**src/rtl/alb_pkg.sv**
```systemverilog
// Shared definitions for the ALB multi-precision sequencer: op codes,
// FSM state encoding and the arithmetic-op predicate.
package alb_pkg;

  localparam logic [1:0] ALB_SUB = 2'b00;
  localparam logic [1:0] ALB_AND = 2'b01;
  localparam logic [1:0] ALB_ADD = 2'b10;
  localparam logic [1:0] ALB_OR  = 2'b11;

  typedef enum logic [1:0] {
    ST_IDLE  = 2'd0,
    ST_ISSUE = 2'd1,
    ST_WAIT  = 2'd2,
    ST_RESP  = 2'd3
  } state_t;

  function automatic logic is_arith(input logic [1:0] op);
    return (op == ALB_SUB) || (op == ALB_ADD);
  endfunction

endpackage

```
**src/rtl/alb_mpseq_if.sv**
```systemverilog
// Bundle of the request, response and ALB-side signals of the sequencer.
// slave = sequencer side, master = requester/consumer plus the ALB itself.
interface alb_mpseq_if #(
  parameter int NBYTES = 4
);
  logic                  req_valid;
  logic                  req_ready;
  logic [1:0]            req_op;
  logic [8*NBYTES-1:0]   req_a;
  logic [8*NBYTES-1:0]   req_b;
  logic                  req_cin;

  logic                  rsp_valid;
  logic                  rsp_ready;
  logic [8*NBYTES-1:0]   rsp_f;
  logic                  rsp_c;
  logic                  rsp_z;
  logic                  rsp_n;
  logic                  rsp_v;

  logic [7:0]            alb_r;
  logic [7:0]            alb_s;
  logic                  alb_ci;
  logic [1:0]            alb_mi;
  logic [7:0]            alb_f;
  logic                  alb_co;
  logic                  alb_vo;

  modport slave (
    input  req_valid, req_op, req_a, req_b, req_cin, rsp_ready,
    input  alb_f, alb_co, alb_vo,
    output req_ready, rsp_valid, rsp_f, rsp_c, rsp_z, rsp_n, rsp_v,
    output alb_r, alb_s, alb_ci, alb_mi
  );

  modport master (
    output req_valid, req_op, req_a, req_b, req_cin, rsp_ready,
    output alb_f, alb_co, alb_vo,
    input  req_ready, rsp_valid, rsp_f, rsp_c, rsp_z, rsp_n, rsp_v,
    input  alb_r, alb_s, alb_ci, alb_mi
  );

endinterface

```
**src/rtl/alb_mpseq.sv**
```systemverilog
// Multi-precision sequencer: issues an NBYTES-wide op to the 8-bit ALB one
// byte at a time (LSB first), chaining carries and building whole-word flags.
//
//   state    | meaning
//   ---------+--------------------------------------------------
//   ST_IDLE  | ready for a request, ALB inputs parked at 0
//   ST_ISSUE | drive byte r_idx to the ALB, load latency counter
//   ST_WAIT  | hold ALB inputs, capture result when counter hits 1
//   ST_RESP  | response valid, held until rsp_ready
module alb_mpseq
  import alb_pkg::*;
#(
  parameter int NBYTES  = 4,
  parameter int ALB_LAT = 1
) (
  input  logic              clk,
  input  logic              resetb,
  alb_mpseq_if.slave        bus
);

  localparam int W    = 8 * NBYTES;
  localparam int IW   = (NBYTES > 1) ? $clog2(NBYTES) : 1;
  localparam int CW   = $clog2(ALB_LAT + 1);
  localparam logic [IW-1:0] LAST_IDX = IW'(NBYTES - 1);

  state_t          r_state;
  state_t          w_state_nxt;
  logic [1:0]      r_op;
  logic [W-1:0]    r_a;
  logic [W-1:0]    r_b;
  logic            r_cin;
  logic [IW-1:0]   r_idx;
  logic [CW-1:0]   r_cnt;
  logic [W-1:0]    r_f;
  logic            r_carry;
  logic            r_v;
  logic            r_z;
  logic            w_capture;
  logic            w_last;

  assign w_capture = (r_state == ST_WAIT) && (r_cnt == CW'(1));
  assign w_last    = (r_idx == LAST_IDX);

  always_ff @(posedge clk) begin
    if (resetb) r_state <= ST_IDLE;
    else        r_state <= w_state_nxt;
  end

  always_comb begin
    w_state_nxt = r_state;
    case (r_state)
      ST_IDLE:  if (bus.req_valid) w_state_nxt = ST_ISSUE;
      ST_ISSUE: w_state_nxt = ST_WAIT;
      ST_WAIT:  if (w_capture) w_state_nxt = w_last ? ST_RESP : ST_ISSUE;
      ST_RESP:  if (bus.rsp_ready) w_state_nxt = ST_IDLE;
      default:  w_state_nxt = ST_IDLE;
    endcase
  end

  always_comb begin
    bus.req_ready = (r_state == ST_IDLE);
    bus.rsp_valid = (r_state == ST_RESP);
    bus.alb_r     = 8'h00;
    bus.alb_s     = 8'h00;
    bus.alb_ci    = 1'b0;
    bus.alb_mi    = 2'b00;
    if ((r_state == ST_ISSUE) || (r_state == ST_WAIT)) begin
      bus.alb_r  = r_a[{r_idx, 3'b000} +: 8];
      bus.alb_s  = r_b[{r_idx, 3'b000} +: 8];
      bus.alb_mi = r_op;
      // Byte 0 takes the request carry; later bytes take the previous carry-out.
      bus.alb_ci = is_arith(r_op) & ((r_idx == '0) ? r_cin : r_carry);
    end
  end

  assign bus.rsp_f = r_f;
  assign bus.rsp_z = r_z;
  assign bus.rsp_n = r_f[W-1];
  assign bus.rsp_c = is_arith(r_op) & r_carry;
  assign bus.rsp_v = is_arith(r_op) & r_v;

  always_ff @(posedge clk) begin
    if (resetb) begin
      r_op    <= 2'b00;
      r_a     <= '0;
      r_b     <= '0;
      r_cin   <= 1'b0;
      r_idx   <= '0;
      r_cnt   <= '0;
      r_f     <= '0;
      r_carry <= 1'b0;
      r_v     <= 1'b0;
      r_z     <= 1'b0;
    end else begin
      case (r_state)
        ST_IDLE: begin
          if (bus.req_valid) begin
            r_op  <= bus.req_op;
            r_a   <= bus.req_a;
            r_b   <= bus.req_b;
            r_cin <= bus.req_cin;
            r_idx <= '0;
            r_z   <= 1'b1;
          end
        end
        ST_ISSUE: r_cnt <= CW'(ALB_LAT);
        ST_WAIT: begin
          r_cnt <= r_cnt - CW'(1);
          if (w_capture) begin
            r_f[{r_idx, 3'b000} +: 8] <= bus.alb_f;
            r_carry <= bus.alb_co;
            r_v     <= bus.alb_vo;
            r_z     <= r_z & (bus.alb_f == 8'h00);
            if (!w_last) r_idx <= r_idx + IW'(1);
          end
        end
        default: ;
      endcase
    end
  end

endmodule

```
**src/flat_wrapper.sv**
```systemverilog
// flat-port wrapper written by rule: the top's interface ports become plain ports
module alb_mpseq_flat import alb_pkg::*;
#(
  parameter int NBYTES  = 4,
  parameter int ALB_LAT = 1
)
  (clk, resetb, bus_req_valid, bus_req_op, bus_req_a, bus_req_b, bus_req_cin, bus_rsp_ready, bus_alb_f, bus_alb_co, bus_alb_vo, bus_req_ready, bus_rsp_valid, bus_rsp_f, bus_rsp_c, bus_rsp_z, bus_rsp_n, bus_rsp_v, bus_alb_r, bus_alb_s, bus_alb_ci, bus_alb_mi);
  alb_mpseq_if #(.NBYTES(NBYTES)) bus_i ();
  input  logic clk;
  input  logic resetb;
  input wire logic [$bits(bus_i.req_valid)-1:0] bus_req_valid;
  input wire logic [$bits(bus_i.req_op)-1:0] bus_req_op;
  input wire logic [$bits(bus_i.req_a)-1:0] bus_req_a;
  input wire logic [$bits(bus_i.req_b)-1:0] bus_req_b;
  input wire logic [$bits(bus_i.req_cin)-1:0] bus_req_cin;
  input wire logic [$bits(bus_i.rsp_ready)-1:0] bus_rsp_ready;
  input wire logic [$bits(bus_i.alb_f)-1:0] bus_alb_f;
  input wire logic [$bits(bus_i.alb_co)-1:0] bus_alb_co;
  input wire logic [$bits(bus_i.alb_vo)-1:0] bus_alb_vo;
  output wire logic [$bits(bus_i.req_ready)-1:0] bus_req_ready;
  output wire logic [$bits(bus_i.rsp_valid)-1:0] bus_rsp_valid;
  output wire logic [$bits(bus_i.rsp_f)-1:0] bus_rsp_f;
  output wire logic [$bits(bus_i.rsp_c)-1:0] bus_rsp_c;
  output wire logic [$bits(bus_i.rsp_z)-1:0] bus_rsp_z;
  output wire logic [$bits(bus_i.rsp_n)-1:0] bus_rsp_n;
  output wire logic [$bits(bus_i.rsp_v)-1:0] bus_rsp_v;
  output wire logic [$bits(bus_i.alb_r)-1:0] bus_alb_r;
  output wire logic [$bits(bus_i.alb_s)-1:0] bus_alb_s;
  output wire logic [$bits(bus_i.alb_ci)-1:0] bus_alb_ci;
  output wire logic [$bits(bus_i.alb_mi)-1:0] bus_alb_mi;
  assign bus_i.req_valid = bus_req_valid;
  assign bus_i.req_op = bus_req_op;
  assign bus_i.req_a = bus_req_a;
  assign bus_i.req_b = bus_req_b;
  assign bus_i.req_cin = bus_req_cin;
  assign bus_i.rsp_ready = bus_rsp_ready;
  assign bus_i.alb_f = bus_alb_f;
  assign bus_i.alb_co = bus_alb_co;
  assign bus_i.alb_vo = bus_alb_vo;
  assign bus_req_ready = bus_i.req_ready;
  assign bus_rsp_valid = bus_i.rsp_valid;
  assign bus_rsp_f = bus_i.rsp_f;
  assign bus_rsp_c = bus_i.rsp_c;
  assign bus_rsp_z = bus_i.rsp_z;
  assign bus_rsp_n = bus_i.rsp_n;
  assign bus_rsp_v = bus_i.rsp_v;
  assign bus_alb_r = bus_i.alb_r;
  assign bus_alb_s = bus_i.alb_s;
  assign bus_alb_ci = bus_i.alb_ci;
  assign bus_alb_mi = bus_i.alb_mi;
  alb_mpseq #(.NBYTES(NBYTES), .ALB_LAT(ALB_LAT)) u_core (.clk(clk), .resetb(resetb), .bus(bus_i));
endmodule
```
**config.mk**
```make
export PLATFORM = sky130hd
export DESIGN_NAME = alb_mpseq_flat
export DESIGN_NICKNAME = d
export VERILOG_FILES = /design/src/rtl/alb_pkg.sv /design/src/rtl/alb_mpseq_if.sv /design/src/rtl/alb_mpseq.sv /design/src/flat_wrapper.sv
export SDC_FILE = /design/constraint.sdc
export NUM_CORES = 1
export LEC_CHECK = 0
export BUFFER_PORTS_ARGS = -buffer_cell sky130_fd_sc_hd__buf_2
export CORE_MARGIN = 3
export CORE_UTILIZATION = 35
export CTS_CLUSTER_SIZE = 25
export DETAILED_ROUTE_END_ITERATION = 10
export PLACE_DENSITY_LB_ADDON = 0.25
export SLEW_MARGIN = 20
export SYNTH_ARGS = -nofsm -noshare
export SYNTH_HDL_FRONTEND = slang
export SYNTH_SLANG_ARGS = --single-unit
```
**constraint.sdc**
```tcl
create_clock -name clk -period 4.6 [get_ports clk]
set_input_delay 1.15 -clock clk [delete_from_list [all_inputs] [get_ports clk]]
set_output_delay 1.15 -clock clk [all_outputs]
set_load 0.1 [all_outputs]
```
# --- Word-level counts from Yosys, hierarchy flattened ---
# Cells that the tools add are included.
# W data, S select, Z words.
totals:
  reg_bits: 107
  out_inout_bits: 57
  word_cells: 64
classes:
  addsub: 3
  n_eq_ne: 9
  n_shift: 4
  mux: 19
  bitwise: 4
  reduce_logical: 14
op_table:
  columns: ["op", "count"]
  rows:
  - ["$shiftx A32 B6 Y8", 2]
  - ["$bwmux W32", 1]
  - ["$shift A8 B7 Y32 const A", 1]
  - ["$shiftx A8 B7 Y32", 1]
  - ["$mux W2", 8]
  - ["$mux W8", 2]
  - ["$eq A2 B2 Y1 const B", 4]
  - ["$logic_not A8 Y1", 1]
  - ["$pmux W2 S4", 1]
  - ["$neg A5 Y7", 1]
  - ["$logic_not A2 Y1", 3]
  - ["$ne A2 B2 Y1 const B", 3]
  - ["$reduce_and A3 Y1", 2]
  - ["$and A1 B1 Y1", 4]
  - ["$mux W1", 4]
  - ["$pmux W1 S2", 2]
  - ["$pmux W2 S2", 1]
  - ["$reduce_and A2 Y1", 2]
  - ["$reduce_and A4 Y1", 1]
  - ["$reduce_bool A2 Y1", 2]
  - ["$add A2 B1 Y2 const B", 1]
  - ["$eq A2 B1 Y1 const B", 1]
  - ["$logic_or A1 B1 Y1", 2]
  - ["$ne A2 B1 Y1 const B", 1]
  - ["2 further kinds", 2]

# --- Logic depth before layout (Yosys ltp) ---
logic_depth:
  word_depth: 4
  depth_mapped: 8
  mapped_depth_nobuf: 5

# --- Worst setup path before layout ---
# OpenSTA, ideal clock, no wires.
synth_path:
  path_kind: "register -> output"
  startpoint: "reg u_core.r_idx[1]"
  endpoint: "out bus_alb_ci"
  t_arrival_ns: 3.488
  required_time_ns: 3.450
  setup_slack_ns: -0.038
  stages_incl_launch_ff: 7
  n_path_buf: 2
  path_cell_list: "dfxtp_1 > buf_2 > buf_2 > inv_1 > ha_1 > mux2i_1 > nor3b_1"
synth_between:
  elab_chain_len: 4
synth_rtl:
  columns: ["element", "line", "text"]
  rows:
  - ["start, declared", "alb_mpseq.sv:32", "logic [IW-1:0] r_idx;"]
  - ["start signal, assigned", "alb_mpseq.sv:114", "if (!w_last) r_idx <= r_idx + IW'(1);"]
  - ["$logic_not A2 Y1", "alb_mpseq.sv:72", "bus.alb_ci = is_arith(r_op) & ((r_idx == '0) ? r_cin : r_carry);"]
  - ["$mux W1", "alb_mpseq.sv:72", null]
  - ["$and A1 B1 Y1", "alb_mpseq.sv:72", null]
  - ["$mux W1", "alb_mpseq.sv:67", "if ((r_state == ST_ISSUE) || (r_state == ST_WAIT)) begin"]
  - ["end, declared", "flat_wrapper.sv:29", "output wire logic [$bits(bus_i.alb_ci)-1:0] bus_alb_ci;"]
# Every way passes these cells.

# --- Worst setup path after layout ---
layout_path:
  startpoint: "reg u_core.r_idx[0]"
  endpoint: "out bus_alb_ci"
# Same word-level chain as after synthesis.

==> metrics.md <==
| Metric | Value |
|---|---|
| Syn Std Cell Area | `0.004568 mm^2` |
| Most common cell after layout, fill and taps aside | `nand2_1` |
| Fin crit period | `3.804 ns` |
| Clock sink count | `107` |
| Setup CP Type | `reg -> out` |
| DIE AREA | `around 0.014 mm^2` |
| Fin cells | `816` |
| DP Cell Count | `about 800` |
| Clk_skew | `0.009035 ns` |
| GRT Util Overall | `0.1678` |
| # Post-CTS Setup Buffers | `0` |
| Crit share post-route | `0.8270` |
| Row count | `41` |
| CP endpoint kind | `output pin` |
| Worst Path Max Fanout | `25` |
| Initial antenna violation count | `0` |
| DRT Pass-1 Iters | `5` |
| Synth Area in Compound Gates | `0.1342` |
| Hold depth | `2` |
| Synth Area in Simple Gates | `0.2394` |
| Synth top area cells | `dfxtp_1, nand2_1, a21oi_1, mux4_2, nand3_1` |
| Clock insertion delay at the later pin of the skew report | `0.34 ns` |
| First-pass GRT wire length | `between 15 and 20 mm` |
| H-tree levels | `3` |
| ANT nets after route | `0` |
| Number of global-route vias before repair | `3,903` |
| Final Hold Vio Count | `0` |
| Die X | `120.2 um` |
| Headroom to the max-slew limit | `0.3060` |
| Top Ports | `138` |
| Worst Hold Class | `reg -> reg` |
| Slew Viols, Final | `0` |
| Area leader, netlist | `dfxtp_1` |
| EDFF count, synth | `0` |
| Power per cell area | `487.6 mW/mm^2` |
| Hold Buf Count CTS | `0` |
| Gpl congestion | `0.7817` |
| Int Pwr | `1.736 mW` |
| Clock Power Share | `0.297` |
| TritonCTS buffer count | `9` |
| CTS tree | `done` |
| Congestion Overflow GR | `0` |
| Crit path launch type | `register` |
| Maximum vdd drop | `approximately 210 uV` |
| Clk slew on worst S/H paths | `0.07 ns` |
| Layout overhead on the synthesized area | `23.20%` |
| Slew @ Worst Pin | `1.041 ns` |
| Mux share of post-synthesis cell area | `0.08546` |
| # port buffers | `137` |
| CTS resizes | `0` |
| #FFs+latches synth | `107` |
| Core ar. | `0.01267 mm^2` |
| Avg WL per Cell | `14.64 um` |
| N_diodes | `0` |
| Leading cell types in the layout, fill and taps excluded | `nand2_1, buf_2, dfxtp_1` |
| WP data arrival | `2.65 ns` |
| Unique cell type count in the Yosys netlist | `34` |
| Sequential power share | `0.407` |
| Outcome | `finished, final reports clean` |
| Post-synth top area share | `0.4689` |
| Drt total wl | `roughly 12 mm` |
| Comb pwr share | `0.296` |
| Sequential area share after synthesis | `0.4689` |
| FF-to-FF path depth | `5` |
| Synth warnings | `0` |
| Psw | `1.008 mW` |
| CTS root buffer | `clkbuf_16` |
| Maximum root-to-sink buffer count | `2` |
| RSZ-0062 raised after global routing | `no` |
| DRC | `0` |
| Top FF cell, synth | `dfxtp_1` |
| Max-cap violations | `0` |
| Max Freq | `262.9 MHz` |
| Post-Syn Instances | `530` |
| Req. time, crit path | `3.45 ns` |
| Final nets | `730` |
| Syn nets | `620` |
| Switch share | `0.3674` |
| Initial core utilization | `0.3605` |
| Post-synthesis xor/xnor area fraction | `0` |
| Die Height | `120.2 um` |
| Via count | `3,978` |
| Largest net degree at the start of global routing | `100` |
| Lkg Pwr | `2.310 nW` |
| Share of layout cells above drive strength 1 | `0.2780` |
| Avg Cell Area, Syn | `8.619 um^2` |
| DR vias/cell | `4.875` |
| Initial drt markers | `237` |
| Setup violators final | `0` |
| Main combinational cell family by area after synthesis | `simple AND/OR/NAND/NOR gates` |
| Fraction of registers with async set/reset | `0` |
| Final setup TNS | `0 ns` |
| DP HPWL | `8.285 mm` |
| Synth Area in Adders | `0.02465` |
## cell type report
class	count	area [um^2]
clock buffer	10	229.0
clock inverter	5	85.08
sequential	107	2143
timing repair buffer	140	710.7
tap	172	215.2
fill	1272	7043
inverter	7	26.28
multi-input combinational	375	2218
## worst max-delay path, cell delays in order (launching register included)
cell	delay [ns]
dfxtp_2	0.90
inv_1	0.25
ha_1	0.38
mux2i_1	0.18
nor3b_2	0.17
buf_2	0.44
## stage by stage
step / cell area [um^2] / utilization / setup WS, ns / power, mW / hold WS, ns
floorplan: 4573 / - / 0.9427 / 1.782 / 0.4317
global placement: 5314 / 0.4194 / 1.161 / 1.941 / 0.4390
detailed placement: 5314 / 0.4194 / 1.107 / 1.959 / 0.4451
CTS: 5628 / 0.4442 / 0.7174 / 2.779 / 0.4545
global route: 5628 / 0.4442 / 0.5493 / 2.895 / 0.4749
finish: 5628 / 0.4442 / 0.7957 / 2.744 / 0.4489
## worst paths after layout
kind | start | endpoint | slack [ns]
setup reg to reg | u_core.r_idx[0] | u_core.bus.rsp_f[29] | 1.99
hold / removal | u_core.r_op[1] | u_core.r_op[1] | 0.45
setup / recovery | u_core.r_idx[0] | bus_alb_ci | 0.80
hold reg to reg | u_core.r_op[1] | u_core.r_op[1] | 0.45
## power groups by stage
stage / clock network (mW) / logic (mW) / registers [mW]
after floorplan: 0 / 0.639 / 1.14
after global placement: 0 / 0.808 / 1.13
after detailed placement: 0 / 0.820 / 1.14
after CTS: 0.839 / 0.822 / 1.12
after global routing: 0.876 / 0.887 / 1.13
final: 0.815 / 0.812 / 1.12
## Yosys cell counts (all sizes together) (2+ instances only)
library cell	n
a221oi	2
a32o	8
mux4	16
and2	19
buf	19
nand2b	2
nand3	34
inv	7
nor2b	3
clkbuf	22
nand2	166
nor4	2
ha	9
and3	3
a21oi	94
nor2	2
nor4b	3
dfxtp	107
mux2i	3
## routing by layer
layer  vias to the layer above  track usage  part of all wire
li1                       2020            -                 -
met1                      1847       0.2201              0.46
met2                       107       0.2813              0.48
met3                         4      0.03835             0.052
met4                         0      0.04249            0.0052
met5                         -            0                 0
## logic make-up after synthesis
logic type / Yosys count
multiplexers: 19
buffers and inverters: 48
adder cells (fa/ha/maj): 9
flip-flops: 107
AO/OA/AOI/OAI: 110
AND/OR/NAND/NOR: 237
## flip-flops by register name, summed over array words and instances, names as in the netlist
register	flops
u_core.bus.rsp_z	1
u_core.r_state	2
u_core.r_v	1
u_core.bus.rsp_f	32
u_core.r_carry	1
u_core.r_op	2
u_core.r_a	32
u_core.r_b	32
u_core.r_idx	2
u_core.r_cnt	1
u_core.r_cin	1
No activity file was read; power rests on OpenSTA's default activity.
